`src/rtl/pc_gen_pkg.sv`:
```
// Shared constants for the fetch PC generator.
//   br_op_e   : D-stage control-transfer op codes (unused codes act as PC4)
//   npc_sel_e : next-PC source selector used by the priority mux
//   PC_RESET_DEF / EXC_ENTRY_DEF : default boot and exception-handler addresses
package pc_gen_pkg;

    typedef enum logic [3:0] {
        BR_PC4   = 4'd0,
        BR_J     = 4'd1,
        BR_JR    = 4'd2,
        BR_BEQ   = 4'd3,
        BR_BNE   = 4'd4,
        BR_BLEZ  = 4'd5,
        BR_BGTZ  = 4'd6,
        BR_BLTZ  = 4'd7,
        BR_BGEZ  = 4'd8,
        BR_BEQL  = 4'd9,
        BR_BNEL  = 4'd10,
        BR_BLTZL = 4'd11,
        BR_BGEZL = 4'd12
    } br_op_e;

    typedef enum logic [2:0] {
        NPC_PC4    = 3'd0,
        NPC_BRANCH = 3'd1,
        NPC_J      = 3'd2,
        NPC_JR     = 3'd3,
        NPC_HOLD   = 3'd4,
        NPC_EPC    = 3'd5,
        NPC_EXC    = 3'd6
    } npc_sel_e;

    localparam logic [31:0] PC_RESET_DEF  = 32'h0000_3000;
    localparam logic [31:0] EXC_ENTRY_DEF = 32'h0000_4180;

endpackage

```
`src/rtl/pc_gen_br_cond.sv`:
```
// Branch condition evaluation for the D-stage control-transfer op.
//   br_op    in  : control-transfer op (pc_gen_pkg::br_op_e encoding)
//   rs_eq_rt in  : rs == rt
//   rs_ltz   in  : rs < 0
//   rs_eqz   in  : rs == 0
//   taken    out : conditional branch condition holds (0 for jumps and PC4)
//   likely   out : op is a branch-likely variant
module br_cond
    import pc_gen_pkg::*;
(
    input  logic [3:0] br_op,
    input  logic       rs_eq_rt,
    input  logic       rs_ltz,
    input  logic       rs_eqz,
    output logic       taken,
    output logic       likely
);

    always_comb begin
        taken  = 1'b0;
        likely = 1'b0;
        case (br_op)
            BR_BEQ:   taken = rs_eq_rt;
            BR_BNE:   taken = !rs_eq_rt;
            BR_BLEZ:  taken = rs_ltz | rs_eqz;
            BR_BGTZ:  taken = !(rs_ltz | rs_eqz);
            BR_BLTZ:  taken = rs_ltz;
            BR_BGEZ:  taken = !rs_ltz;
            BR_BEQL:  begin taken = rs_eq_rt;  likely = 1'b1; end
            BR_BNEL:  begin taken = !rs_eq_rt; likely = 1'b1; end
            BR_BLTZL: begin taken = rs_ltz;    likely = 1'b1; end
            BR_BGEZL: begin taken = !rs_ltz;   likely = 1'b1; end
            default:  ;
        endcase
    end

endmodule

```
`src/rtl/pc_gen.sv`:
```
// Fetch PC generator: holds the fetch PC and picks the next one from
// exception entry, eret return, stall hold, jump/branch target or PC+4.
//   clk, reset(active-low async)
//   stall, req, eret, epc            : pipeline control / redirects
//   br_op, rs_eq_rt, rs_ltz, rs_eqz  : D-stage control transfer and compare flags
//   imm26, ext, rd1                  : jump index, sign-extended offset, forwarded rs
//   pc_F    out : registered fetch PC (already D-instruction PC + 4)
//   flush_D out : annul the instruction being fetched
//   bd_F    out : fetched instruction is a delay slot
//   adel_F  out : fetch address misaligned or outside the text window
module pc_gen
    import pc_gen_pkg::*;
#(
    parameter logic [31:0] PC_RESET  = PC_RESET_DEF,
    parameter logic [31:0] EXC_ENTRY = EXC_ENTRY_DEF,
    parameter logic [31:0] TEXT_LO   = 32'h0000_3000,
    parameter logic [31:0] TEXT_HI   = 32'h0000_6FFC
) (
    input  logic        clk,
    input  logic        reset,
    input  logic        stall,
    input  logic        req,
    input  logic        eret,
    input  logic [31:0] epc,
    input  logic [3:0]  br_op,
    input  logic        rs_eq_rt,
    input  logic        rs_ltz,
    input  logic        rs_eqz,
    input  logic [25:0] imm26,
    input  logic [31:0] ext,
    input  logic [31:0] rd1,
    output logic [31:0] pc_F,
    output logic        flush_D,
    output logic        bd_F,
    output logic        adel_F
);

    logic        taken;
    logic        likely;
    logic        is_cti;
    npc_sel_e    npc_sel;
    logic [31:0] next_pc;
    logic [31:0] pc_plus4;
    logic [31:0] br_target;
    logic [31:0] j_target;

    br_cond u_br_cond (
        .br_op    (br_op),
        .rs_eq_rt (rs_eq_rt),
        .rs_ltz   (rs_ltz),
        .rs_eqz   (rs_eqz),
        .taken    (taken),
        .likely   (likely)
    );

    assign pc_plus4  = pc_F + 32'd4;
    assign br_target = pc_F + {ext[29:0], 2'b00};
    assign j_target  = {pc_F[31:28], imm26, 2'b00};

    // Unused op codes fall outside this range and so behave as PC4.
    assign is_cti = (br_op >= BR_J) && (br_op <= BR_BGEZL);

    always_comb begin
        npc_sel = NPC_PC4;
        if (req)
            npc_sel = NPC_EXC;
        else if (eret)
            npc_sel = NPC_EPC;
        else if (stall)
            npc_sel = NPC_HOLD;
        else if (br_op == BR_J)
            npc_sel = NPC_J;
        else if (br_op == BR_JR)
            npc_sel = NPC_JR;
        else if (taken)
            npc_sel = NPC_BRANCH;
    end

    always_comb begin
        next_pc = pc_plus4;
        case (npc_sel)
            NPC_EXC:    next_pc = EXC_ENTRY;
            NPC_EPC:    next_pc = epc;
            NPC_HOLD:   next_pc = pc_F;
            NPC_J:      next_pc = j_target;
            NPC_JR:     next_pc = rd1;
            NPC_BRANCH: next_pc = br_target;
            default:    next_pc = pc_plus4;
        endcase
    end

    always_ff @(posedge clk or negedge reset) begin
        if (!reset)
            pc_F <= PC_RESET;
        else
            pc_F <= next_pc;
    end

    // Status outputs are gated by reset so inputs are ignored while it is held.
    assign flush_D = reset && !req && (eret || (likely && !taken && !stall));
    assign bd_F    = reset && is_cti && !stall && !req && !eret;
    assign adel_F  = reset && ((pc_F[1:0] != 2'b00) || (pc_F < TEXT_LO) || (pc_F > TEXT_HI));

endmodule

```
`config.mk`:
```
export PLATFORM = sky130hd
export DESIGN_NAME = pc_gen
export DESIGN_NICKNAME = d
export VERILOG_FILES = /design/src/rtl/pc_gen_pkg.sv /design/src/rtl/pc_gen_br_cond.sv /design/src/rtl/pc_gen.sv
export SDC_FILE = /design/constraint.sdc
export NUM_CORES = 1
export LEC_CHECK = 0
export BUFFER_PORTS_ARGS = -buffer_cell sky130_fd_sc_hd__buf_2
export CORE_MARGIN = 4
export CORE_UTILIZATION = 35
export CTS_CLUSTER_SIZE = 16
export DETAILED_ROUTE_END_ITERATION = 16
export SLEW_MARGIN = 20
export SYNTH_ARGS = -nofsm -noshare
export SYNTH_HDL_FRONTEND = slang
export SYNTH_SLANG_ARGS = --single-unit
```
`constraint.sdc`:
```
create_clock -name clk -period 3.6 [get_ports clk]
set_clock_uncertainty 0.15 [all_clocks]
set_input_delay 0.54 -clock clk [delete_from_list [all_inputs] [get_ports clk]]
set_output_delay 0.54 -clock clk [all_outputs]
set_load 0.005 [all_outputs]
```
# Word-level counts from Yosys, hierarchy flattened
# Cells that the tools add are included.
# classes
addsub	2
n_lt_le_gt_ge	4
eq_ne	18
muxes	9
bitwise	3
reduce_logical	27
# ops
operator	count
$pmux W32 S6	1
$add A32 B3 Y32 const B	1
$add A32 B32 Y32	1
$gt A32 B15 Y1 const B	1
$lt A32 B14 Y1 const B	1
$eq A4 B4 Y1 const B	5
$eq A4 B3 Y1 const B	4
$logic_and A1 B1 Y1	10
$eq A3 B3 Y1 const B	3
$mux W3	3
$eq A4 B2 Y1 const B	2
$reduce_or A2 Y1	4
$logic_not A1 Y1	7
$eq A3 B2 Y1 const B	2
$pmux W1 S6	1
$eq A4 B1 Y1 const B	1
$ge A4 B1 Y1 const B	1
$le A4 B4 Y1 const B	1
$mux W2	2
$reduce_or A4 Y1	1
$eq A3 B1 Y1 const B	1
$logic_or A1 B1 Y1	3
$mux W1	2
$not A1 Y1	2
3 further kinds	3
# word_totals
reg_bits	32
inputBits	134
output_inout_bits	35

# Logic depth before layout (Yosys ltp)
# logic_depth
word_depth	12
depth_mapped	17
ltp_nobuf	15

# Cells and area by module
# From an unflattened synthesis, not the netlist that was laid out.
# unflattened
hier_cells	554
area_unflattened_um2	4147.7
# modules_own_cells
module	instances	cells_per_inst	area_each_um2	seq_area_each_um2
pc_gen	1	536	4007.6	803.3
br_cond	1	18	140.1	0.0

# Worst setup path before layout
# OpenSTA, ideal clock, no wires.
# synth_timing
kind	input-to-reg
from	in br_op[0]
to	reg pc_F[28]
setup_ns	0.088
arrival_time_ns	4.169
path_slack_ns	-0.807
cell_stages	17
n_path_buf	3
path_cell_list	buf_2 xor2_1 a311oi_2 nand2_1 a21oi_1 clkbuf_1 clkbuf_1 and2_1 ha_1 a21o_1 a21o_1 a221o_1 a31o_2 a32o_1 o41ai_2 nor4b_1 nor3b_1
# synth_via
elab_chain_len	12
# synth_rtl
element	line	rtl
start, declared	pc_gen.sv:25	input logic [3:0] br_op,
$eq A4 B4 Y1, or another cell as far along	pc_gen_br_cond.sv:22	case (br_op)
$reduce_or A2 Y1 (no source line)	n/a	
$pmux W1 S6	pc_gen_br_cond.sv:22	
$mux W1	pc_gen.sv:75	else if (taken)
$mux W2	pc_gen.sv:73	else if (br_op == BR_JR)
$mux W2 (*)	pc_gen.sv:71	else if (br_op == BR_J)
$mux W3 (*)	pc_gen.sv:69	else if (stall)
$mux W3 (*)	pc_gen.sv:67	else if (eret)
$mux W3 (*)	pc_gen.sv:65	if (req)
branches (longest 3 deep; another with $pmux W32 S6)	n/a	
end signal, assigned	pc_gen.sv:96	pc_F <= next_pc;
end, declared	pc_gen.sv:32	output logic [31:0] pc_F,
# Mark *: on every way between the ends.
# A chain may end at the register's enable or synchronous reset.

# Final worst setup path
# layout_timing
from	in br_op[1]
to	reg pc_F[28]
# Same word-level chain as after synthesis.

==> flow_metrics.env <==
export IMPL_powerDensity_nw_per_um2=239
export IMPL_fmax_mhz=261
export IMPL_vias=5054
export IMPL_finalCriticalPeriod_ps=3830
export IMPL_synth_nets=653
export IMPL_seqCellArea_um2=803
export IMPL_r2r_start="pc_F[19]"
export IMPL_detailed_place_hpwl_um=12700
export IMPL_crit_family="compound AO/OA/AOI/OAI gates"
export IMPL_path_clk_slew_ps=80
export IMPL_dp_cells=859
export IMPL_rows=37
export IMPL_hold_viol_final=0
export IMPL_start_kind="primary input"
export IMPL_worst_slack_ps=-233
export IMPL_grt_pass1_vias=4929
export IMPL_cp_slowest_stage_delay_ps=370
export IMPL_final_cell_mix="buf_2, buf_4, nand2_1"
export IMPL_grt_first_pass_wirelength_um=25600
export IMPL_grt_max_degree=35
export IMPL_p_leak_nw=3.03
export IMPL_cp_arrival_ps=3890
export IMPL_crit_start="br_op[1]"
export IMPL_gp_congestion=0.947
export IMPL_syn2layout_area_growth_pct=64.2
export IMPL_largest_reg_flops=32
export IMPL_yosys_cell_types_count=65
export IMPL_cts_sinks=32
export IMPL_async_flop_share=1.00
export IMPL_postLayoutCellArea_um2=6210
export IMPL_core_um2=10400
export IMPL_cts_buffers=5
export IMPL_slew_headroom=0.626
export IMPL_wire_per_inst_um=18.8
export IMPL_utilization=0.596
export IMPL_largestRegisters="pc_F: 32 flops"
export IMPL_synth_flop_cell="dfrtp_1"
export IMPL_die_area_um2=12500
export IMPL_worstPathMaxFanout=7
export IMPL_drive_gt1_frac=0.495
export IMPL_drc=0
export IMPL_power_mw=1.48
export IMPL_maxCapViolCount=0
export IMPL_fin_nets=912
export IMPL_rsz0062_at_grt="true"
export IMPL_postSynthCellCount=489
export IMPL_clockBufferDepth=2
export IMPL_final_common_cell="buf_2"
export IMPL_start_util=0.363
export IMPL_multi_input_area_um2=3360
export IMPL_finalSetupViolCount=13
export IMPL_violations="negative setup slack"
export IMPL_drtIter0Drc=277
export IMPL_crit_slowest_cell="o41ai_4"
export IMPL_synth_edf_count=0
export IMPL_cts_tree="done"
export IMPL_io_pin_count=169
export IMPL_status="finished, violations left"
export IMPL_regMostFlops="pc_F"
export IMPL_grt_ovfl_total=0
export IMPL_first_pass_iters=5
export IMPL_synth_top_cell_by_area="dfrtp_1"
export IMPL_dpl_cell_area_um2=5490
export IMPL_yosysTopAreaCellShare=0.199
export IMPL_irDropWorstVdd_mv=0.158
export IMPL_crit_path_cell_trace="buf_12 > and3b_2 > o41ai_4 > a21oi_2 > a21oi_4 > buf_6 > buf_8 > and2_4 > ha_4 > a21o_1 > a21o_1 > a221o_1 > a31o_4 > a32o_2 > o41ai_4 > nor4b_2 > nor3b_1"
export IMPL_routed_wl_um=16600
export IMPL_portBuffers=166
export IMPL_final_cells=885
export IMPL_ys_seq_elements=32
export IMPL_antenna_cells=0
export IMPL_worstPathRequired_ps=3650
export IMPL_slew_viol_final=0
export IMPL_htree_levels=2
export IMPL_seq_area_frac_synth=0.212
export IMPL_syn_area_um2=3780
export IMPL_worstHoldPathType="in -> async"
export IMPL_die_h_um=112
export IMPL_via_per_inst=5.71
export IMPL_holdWs_ps=175
export IMPL_yosysWarnings=0
export IMPL_drtAntennaViolNets=0
export IMPL_critPathKind="in -> reg"
export IMPL_die_x_um=112
export IMPL_clkLatencyLatePin_ps=290
export IMPL_tightest_slew_ps=558
export IMPL_cts_root_buf="clkbuf_8"
export IMPL_cp_end_kind="flip-flop"
export IMPL_antenna_found_initial=0
export IMPL_synth_area_leaders="dfrtp_1, ha_1, a21oi_1, and2_1, nor2_1"
export IMPL_postSynthAreaPerCell_um2=7.73
export IMPL_nFillCells=935
export IMPL_hold_buffers=0
export IMPL_grt_total_usage=0.250
export IMPL_cp_num_buf_inv=3
export IMPL_fin_crit_sh=1.06
[cell usage after synthesis (6+ instances only)]
master / count
nor3_1: 12
inv_1: 12
ha_1: 29
a21o_1: 10
xor2_1: 10
a221o_1: 11
mux2i_1: 6
dfrtp_1: 30
a222oi_1: 10
a31oi_1: 14
o21ai_0: 29
a21oi_1: 43
o211ai_1: 8
a211oi_1: 6
and3_1: 9
nand2_1: 47
nor2_1: 51
clkbuf_1: 16
xnor2_1: 15
and2_1: 31
[worst register-to-register path, cell delays in order, from the launching register on]
cell and delay, ps:
dfrtp_1 470, ha_1 380, nand2_1 140, o211ai_2 120, a31o_1 250, and3_1 190, a221o_1 370, a221oi_2 280
xnor2_1 110, a311oi_1 260
[report_power, final]
group | switching (mW) | internal [mW]
Clock | 0.158 | 0.205
Combinational | 0.319 | 0.339
Sequential | 0.0645 | 0.398
[cell type report]
cell class / count / share of cell area
timing repair buffer: 273 / 0.277
multi-input combinational: 424 / 0.541
sequential: 32 / 0.129
tap: 136 / 0.0274
clock inverter: 3 / 0.00685
clock buffer: 5 / 0.0111
inverter: 12 / 0.00726
[cells by family after synthesis]
family          Yosys count  synth area share
fa+ha+maj                30             0.101
compound gates          172             0.323
xor+xnor                 25            0.0579
mux                       9            0.0248
flops                    32             0.212
simple gates            188             0.247
buf+inv                  33            0.0341
[final timing paths]
kind / cells after the start / to / slack [ps]
worst max-delay path: 17 / pc_F[28] / -230
worst min-delay path: 2 / pc_F[26] / 170
worst max register to register: 9 / pc_F[31] / 780
worst min register to register: 2 / pc_F[12] / 420
max in group asynchronous: 2 / pc_F[13] / 2770
min in group clk: 3 / pc_F[27] / 340
[metrics by stage]
stage	setup WS [ps]	TNS, ps
after global routing	-382	-3930
final	-233	-1870
after detailed placement	-615	-7670
after floorplan	-430	-2470
after CTS	-113	-505
after global placement	-508	-5900
[routing by layer]
layer	vias to the layer above	part of all wire	routed length [µm]	track usage
met5	-	0	0	0
met4	0	0.019	322	0.0497
met3	30	0.062	1040	0.0272
met2	219	0.48	8030	0.429
met1	2419	0.44	7240	0.341
li1	2386	-	-	-
[what timing repair did]
item                       CTS  global route
resized for setup           49            52
pin swaps                   40            46
gates cloned                 2             0
buffers inserted             9             9
setup endpoints to repair   14            20
Note: power is estimated with default switching activity, not from simulation.
